===== src/rtl/proc_pkg.sv =====
// Shared constants and types for the bus-processor control unit.
// Opcodes, state encoding and the program-counter register index.
package proc_pkg;

  localparam int unsigned PC_IDX = 7;

  localparam logic [2:0] OP_MV   = 3'b000;
  localparam logic [2:0] OP_MVI  = 3'b001;
  localparam logic [2:0] OP_ADD  = 3'b010;
  localparam logic [2:0] OP_SUB  = 3'b011;
  localparam logic [2:0] OP_LD   = 3'b100;
  localparam logic [2:0] OP_ST   = 3'b101;
  localparam logic [2:0] OP_MVNZ = 3'b110;
  localparam logic [2:0] OP_NOP  = 3'b111;

  localparam logic [2:0] ST_IDLE   = 3'd0;
  localparam logic [2:0] ST_F_ADDR = 3'd1;
  localparam logic [2:0] ST_F_WAIT = 3'd2;
  localparam logic [2:0] ST_F_LOAD = 3'd3;
  localparam logic [2:0] ST_E1     = 3'd4;
  localparam logic [2:0] ST_E2     = 3'd5;
  localparam logic [2:0] ST_E3     = 3'd6;

  typedef enum logic [2:0] {
    IDLE   = ST_IDLE,
    F_ADDR = ST_F_ADDR,
    F_WAIT = ST_F_WAIT,
    F_LOAD = ST_F_LOAD,
    E1     = ST_E1,
    E2     = ST_E2,
    E3     = ST_E3
  } state_t;

  // Instructions that finish in E1 (mv, mvnz, reserved NOP).
  function automatic logic is_short_op(input logic [2:0] op);
    return (op == OP_MV) || (op == OP_MVNZ) || (op == OP_NOP);
  endfunction

endpackage


===== src/rtl/dec3to8.sv =====
// 3-to-8 one-hot decoder with enable; all-zero output when disabled.
// Purely combinational.
module dec3to8 (
  input  logic       en_i,
  input  logic [2:0] sel_i,
  output logic [7:0] dat_o
);

  assign dat_o = en_i ? (8'b1 << sel_i) : 8'b0;

endmodule


===== src/rtl/proc_control_fsm.sv =====
// Multi-cycle fetch/execute control unit for the 16-bit bus processor.
// Strobes are combinational from state, IR and G_nz; Run sampled only at instruction boundaries.
module proc_control_fsm #(
  parameter int unsigned NREG   = 8,
  parameter int unsigned PC_IDX = 7,
  parameter int unsigned IR_W   = 9
) (
  input  logic            Clock,
  input  logic            Reset,
  input  logic            Run,
  input  logic [IR_W-1:0] IR,
  input  logic            G_nz,
  output logic            IRin,
  output logic [NREG-1:0] Rin,
  output logic [NREG-1:0] Rout,
  output logic            Ain,
  output logic            Gin,
  output logic            Gout,
  output logic            DINout,
  output logic            AddSub,
  output logic            ADDRin,
  output logic            DOUTin,
  output logic            W_D,
  output logic            incr_pc,
  output logic            Done
);

  import proc_pkg::*;

  localparam logic [2:0] PC_SEL = 3'(PC_IDX);

  state_t state_q, state_d;

  logic [2:0] op, x_fld, y_fld;
  logic       rin_en, rout_en;
  logic [2:0] rout_idx;

  assign op    = IR[IR_W-1 -: 3];
  assign x_fld = IR[5:3];
  assign y_fld = IR[2:0];

  always_comb begin
    state_d = state_q;
    unique case (state_q)
      IDLE:    state_d = Run ? F_ADDR : IDLE;
      F_ADDR:  state_d = F_WAIT;
      F_WAIT:  state_d = F_LOAD;
      F_LOAD:  state_d = E1;
      E1:      state_d = is_short_op(op) ? (Run ? F_ADDR : IDLE) : E2;
      E2:      state_d = E3;
      E3:      state_d = Run ? F_ADDR : IDLE;
      default: state_d = IDLE;
    endcase
  end

  always_ff @(posedge Clock or posedge Reset) begin
    if (Reset) state_q <= IDLE;
    else       state_q <= state_d;
  end

  // Rin always targets X; Rout is steered to PC, X or Y depending on the step.
  always_comb begin
    rin_en   = 1'b0;
    rout_en  = 1'b0;
    rout_idx = y_fld;
    IRin     = 1'b0;
    Ain      = 1'b0;
    Gin      = 1'b0;
    Gout     = 1'b0;
    DINout   = 1'b0;
    AddSub   = 1'b0;
    ADDRin   = 1'b0;
    DOUTin   = 1'b0;
    W_D      = 1'b0;
    incr_pc  = 1'b0;
    Done     = 1'b0;
    unique case (state_q)
      F_ADDR: begin
        rout_en  = 1'b1;
        rout_idx = PC_SEL;
        ADDRin   = 1'b1;
        incr_pc  = 1'b1;
      end
      F_LOAD: begin
        DINout = 1'b1;
        IRin   = 1'b1;
      end
      E1: begin
        unique case (op)
          OP_MV: begin
            rout_en = 1'b1;
            rin_en  = 1'b1;
            Done    = 1'b1;
          end
          OP_MVI: begin
            rout_en  = 1'b1;
            rout_idx = PC_SEL;
            ADDRin   = 1'b1;
            incr_pc  = 1'b1;
          end
          OP_ADD, OP_SUB: begin
            rout_en  = 1'b1;
            rout_idx = x_fld;
            Ain      = 1'b1;
          end
          OP_LD, OP_ST: begin
            rout_en = 1'b1;
            ADDRin  = 1'b1;
          end
          OP_MVNZ: begin
            rout_en = G_nz;
            rin_en  = G_nz;
            Done    = 1'b1;
          end
          default: Done = 1'b1;
        endcase
      end
      E2: begin
        unique case (op)
          OP_ADD, OP_SUB: begin
            rout_en = 1'b1;
            Gin     = 1'b1;
            AddSub  = (op == OP_SUB);
          end
          OP_ST: begin
            rout_en  = 1'b1;
            rout_idx = x_fld;
            DOUTin   = 1'b1;
          end
          default: ;
        endcase
      end
      E3: begin
        Done = 1'b1;
        unique case (op)
          OP_MVI, OP_LD: begin
            DINout = 1'b1;
            rin_en = 1'b1;
          end
          OP_ADD, OP_SUB: begin
            Gout   = 1'b1;
            rin_en = 1'b1;
          end
          OP_ST:   W_D = 1'b1;
          default: ;
        endcase
      end
      default: ;
    endcase
  end

  dec3to8 u_dec_rin (
    .en_i  (rin_en),
    .sel_i (x_fld),
    .dat_o (Rin)
  );

  dec3to8 u_dec_rout (
    .en_i  (rout_en),
    .sel_i (rout_idx),
    .dat_o (Rout)
  );

endmodule


===== config.mk =====
export PLATFORM = sky130hd
export DESIGN_NAME = proc_control_fsm
export DESIGN_NICKNAME = d
export VERILOG_FILES = /design/src/rtl/proc_pkg.sv /design/src/rtl/dec3to8.sv /design/src/rtl/proc_control_fsm.sv
export SDC_FILE = /design/constraint.sdc
export NUM_CORES = 1
export LEC_CHECK = 0
export CAP_MARGIN = 20
export CORE_ASPECT_RATIO = 1.2
export CORE_MARGIN = 2
export CORE_UTILIZATION = 25
export CTS_CLUSTER_DIAMETER = 80
export DETAILED_ROUTE_END_ITERATION = 10
export SLEW_MARGIN = 10
export SYNTH_ARGS = -nofsm -noshare
export SYNTH_HDL_FRONTEND = slang
export SYNTH_SLANG_ARGS = --single-unit

===== constraint.sdc =====
create_clock -name Clock -period 2.98 [get_ports Clock]
set_clock_uncertainty 0.15 [all_clocks]
set_input_delay 0.894 -clock Clock [delete_from_list [all_inputs] [get_ports Clock]]
set_output_delay 0.894 -clock Clock [all_outputs]
set_load 0.02 [all_outputs]

Word level (Yosys, flattened, before mapping)
Index checks and enable logic that the tools add are counted.
{ "op_classes": {"eq_ne": 13, "shifts": 2, "mux": 32, "reduce_logical": 12} }
{ "ops": {"columns": ["op", "count"], "rows": [
  ["== test 3 bit (second input constant)", 7],
  ["case mux 3 bit (6 select lines)", 1],
  ["two-way mux 1 bit", 17],
  ["two-way mux 8 bit", 2],
  ["left shift 1 x 3 -> 8 bit (first input constant)", 2],
  ["case mux 1 bit (2 select lines)", 7],
  ["== test 3 x 2 -> 1 bit (second input constant)", 4],
  ["case mux 3 bit (3 select lines)", 1],
  ["== test 3 x 1 -> 1 bit (second input constant)", 2],
  ["zero test 3 bit", 2],
  ["two-way mux 3 bit", 2],
  ["case mux 3 bit (2 select lines)", 1],
  ["OR reduction 2 bit", 3],
  ["OR reduction 3 bit", 2],
  ["OR reduction 6 bit", 1],
  ["OR reduction 5 bit", 1],
  ["OR reduction 4 bit", 1],
  ["case mux 1 bit (3 select lines)", 1],
  ["logical OR 1 bit", 2]
]} }
{ "totals": {"reg_bits": 3, "in_bits": 13, "out_inout_bits": 27, "word_cells": 60} }

Logic depth before layout (Yosys ltp)
{ "logic_depth": {"ltp_word": 6, "depth_mapped": 5} }

Cells and area by module
A second synthesis with hierarchy kept.
{ "hier_totals": {"hier_cells": 85, "hier_area_um2": 710.7} }
{ "by_module_without_submodules": {"columns": ["mod", "instances", "cells_per_inst", "area_per_inst_um2", "seq_area_each_um2"], "rows": [
  ["proc_control_fsm", 1, 69, 520.5, 75.1],
  ["dec3to8", 2, 8, 95.1, 0.0]
]} }

Least setup slack after synthesis
OpenSTA, ideal clock, no wires.
{ "synth_timing": {"path_kind": "input -> output", "from": "in IR[7]", "to": "out Rout[1]", "t_arrival_ns": 2.378, "required_ns": 1.936, "setup_slack_ns": -0.442, "path_stages": 5, "n_path_buf": 1, "path_cell_list": "buf_6 -> nand3b_4 -> mux2_2 -> and3_4 -> nor4_1"} }
{ "synth_via": {"elab_chain_len": 6} }
{ "synth_rtl": {"columns": ["element", "line_no", "source"], "rows": [
  ["start: declaration", "proc_control_fsm.sv:11", "input logic [IR_W-1:0] IR,"],
  ["== test 3 x 2 -> 1 bit", "proc_control_fsm.sv:89, proc_control_fsm.sv:119", null],
  ["OR reduction 2 bit", null, null],
  ["case mux 3 bit (2 select lines)", "proc_control_fsm.sv:89", "unique case (op)"],
  ["case mux 3 bit (3 select lines)", "proc_control_fsm.sv:77", "unique case (state_q)"],
  ["left shift 1 x 3 -> 8 bit", "dec3to8.sv:9", "assign dat_o = en_i ? (8'b1 << sel_i) : 8'b0;"],
  ["two-way mux 8 bit (*)", "dec3to8.sv:9", null],
  ["end: declaration", "proc_control_fsm.sv:15", "output logic [NREG-1:0] Rout,"]
]} }
Every way passes the cells marked *; elsewhere a longest branch is shown, timed or not.

Worst setup path in the final report
{ "layout_timing": {"from": "in IR[8]", "to": "out Rout[0]"} }
Same word-level chain as after synthesis.

==> results.py <==
metrics = {
    "run_status": {
        "status": "finished, violations left",
        "failed_checks": "negative setup slack",
    },
    "synth": {
        "ys_dominant_reg_cell": "dfrtp_1",
        "synth-edff-count": 0,
        "syn_nets": 113,
        "yosysMostFrequentCell": "nor2_1",
        "async_reset_ff_share_pct": 100,
        "avgSynthCellArea_um2": 7.57,
        "synth_warnings": 0,
        "post-synth-top-area-cell": "dfrtp_1",
        "yosys-top-cells-area": "dfrtp_1, nor4_1, nor2_1, buf_6, o211a_1",
        "synth_cells": 100,
        "synth_common_cells": "nor2_1, nor4_1, nand2_1",
        "syn_area_um2": 757,
        "synth_top_area_share_pct": 9.92,
        "ys_seq_elements": 3,
        "ys_types": 47,
        "ys_seq_area_share_pct": 9.92,
    },
    "critical_path": {
        "endpoint_kind": "output pin",
        "reg2reg_depth": 4,
        "cp_cell_sequence": "buf_6 -> buf_6 -> nand2b_4 -> o32a_1 -> o211a_4 -> nor4_4 -> buf_4",
        "slowest_stage": "o32a_1",
        "timing.rr.start": "state_q[0]",
        "crit_arrival_ns": 2.31,
        "worstSetupPathType": "in2out",
        "cp-startpoint": "IR[8]",
        "crit_path_frequent_cell": "buf_6",
        "r2r_slack_ns": 1.47,
        "crit_path_end": "Rout[0]",
        "critPathRequiredTime_ns": 1.94,
        "path_max_fanout": 4,
        "cp-start-kind": "input port",
        "slowest_delay_ns": 0.37,
        "timing.rr.end": "state_q[1]",
    },
    "timing": {
        "worst_slack_ns": -0.378,
        "fmax_mhz": 298,
        "period_needed_ns": 3.36,
        "hold_ws_ns": 0.548,
        "fin_crit_sh_pct": 113,
        "setup_viol": 16,
        "hold_violations": 0,
        "rsz0062_at_grt": "yes",
        "worst_pin_slew_ns": 0.308,
        "finalSetupTns_ns": -5.36,
        "slew_headroom_pct": 79.5,
        "drv_slew": 0,
    },
    "grt": {
        "grt_usage_pct": 20.4,
        "antenna_found_initial": 0,
        "grt_pass1_vias": 1166,
        "grt_max_degree": 10,
        "grt_pass1_wl_um": 5310,
        "grt_overflow": 0,
    },
    "pwr": {
        "ir_worst_vdd_mv": 0.563,
        "p_per_area_nw_per_um2": 581,
        "cellLeakagePower_uw": 0.000796,
        "p_total_uw": 1030,
    },
    "floorplan": {
        "start_util_pct": 26.7,
        "die_x_um": 54.2,
        "dieArea_um2": 3490,
        "die_height_um": 64.3,
        "core_area_um2": 2840,
        "rows": 21,
        "boundaryPins": 40,
    },
    "placed_design": {
        "dp.cells": 195,
        "gp_congestion": 0.850,
        "port_buffers": 39,
        "hpwl_um": 2380,
    },
    "min_path": {
        "min_path_type": "reg2reg",
    },
    "clocking": {
        "cts_root_buffer": "clkbuf_4",
        "cts_buffers": 3,
        "cts.reportedPaths.clkPinSlew_ns": 0.04,
        "h-tree-depth": 1,
        "hold_buffers": 0,
        "cts_tree": "done",
        "cts_sinks": 3,
        "clk_latency_ns": 0.23,
        "clk_path_buf_depth": 2,
    },
    "route": {
        "firstDrtPassIters": 4,
        "final_antenna_net_count": 0,
        "wl_per_cell_um": 16.2,
        "viasPerCell": 5.29,
        "drt_iter0_markers": 17,
        "via_count": 1111,
        "drc_errors": 0,
        "wl_um": 3400,
    },
    "cells_and_area": {
        "nNetsFinal": 190,
        "largest_reg_flops": 3,
        "syn_to_final_growth_pct": 134,
        "fin_cells": 210,
        "reg.largest.list": "state_q x3",
        "diodes": 0,
        "top_register": "state_q",
        "drive_gt1_share_pct": 61.9,
    },
    "job": {
        "drv_cap": 0,
    },
}
[routing by layer]
metal / wire, um / global-route usage [%] / vias to the layer above
li1: - / - / 534
met1: 1300 / 22.2 / 542
met2: 1920 / 37.0 / 27
met3: 101 / 3.04 / 8
met4: 81 / 8.75 / 0
met5: 0 / 0 / -
[logic make-up after synthesis]
logic type,Yosys count,share of synthesized area [%]
and+or+nand+nor,56,46.4
AOI/OAI and AO/OA,25,29.1
buffers and inverters,13,10.6
DFF,3,9.92
muxes,2,2.81
xor gates and xnor gates,1,1.16
[worst min-delay path by stage]
stage	start	endpoint	slack, ns	cells past startpoint
floorplan	state_q[1]	state_q[1]	0.42	2
CTS	state_q[1]	state_q[1]	0.54	2
detailed placement	state_q[1]	state_q[1]	0.54	2
finish	state_q[1]	state_q[1]	0.55	2
global route	state_q[1]	state_q[1]	0.55	2
global placement	state_q[1]	state_q[1]	0.52	2
[report_power, final]
part           internal (uW)  switching [uW]  total (uW)
sequential              59.0            38.1        97.2
clock                   50.1            19.6        69.7
combinational            404             459         863
[layout by cell type, fill, tap and decap left out, types with 4 or more instances in the layout]
cell type	n
buf_4	45
buf_6	13
clkdlybuf4s50_1	4
dlygate4sd2_1	9
inv_1	4
nand2_1	5
nor2_1	8
nor2_2	4
nor2b_1	4
nor4_4	9
[area by class of cell]
type,instances,area [um^2]
Timing Repair Buffer,81,718
Inverter,4,15.0
Multi-Input combinational cell,84,896
Clock buffer,4,26.3
Tap cell,34,42.5
Sequential cell,3,75.1
Fill cell,253,1060
[worst max-delay path, delay by kind of cell]
kind | cells | cell delay, ns
compound gates | 2 | 0.68
buf+inv | 3 | 0.39
simple gates | 2 | 0.35
[per-stage QoR]
| step | utilization (%) | worst slack (ns) | area, um^2 |
|---|---|---|---|
| 3_3_place_gp | 55.2 | -1.26 | 1570 |
| 4_1_cts | 60.1 | -0.408 | 1700 |
| 6_report | 62.5 | -0.378 | 1770 |
| 5_1_grt | 62.5 | -0.443 | 1770 |
| 3_5_place_dp | 55.2 | -1.30 | 1570 |
| 2_1_floorplan | - | -0.205 | 965 |
[what timing repair did]
action	in CTS	in global routing
buffers inserted	9	2
pin swaps	12	17
endpoints found under the setup margin	26	21
gates cloned	2	0
resized for setup	143	20
(Power assumes the default switching activity.)
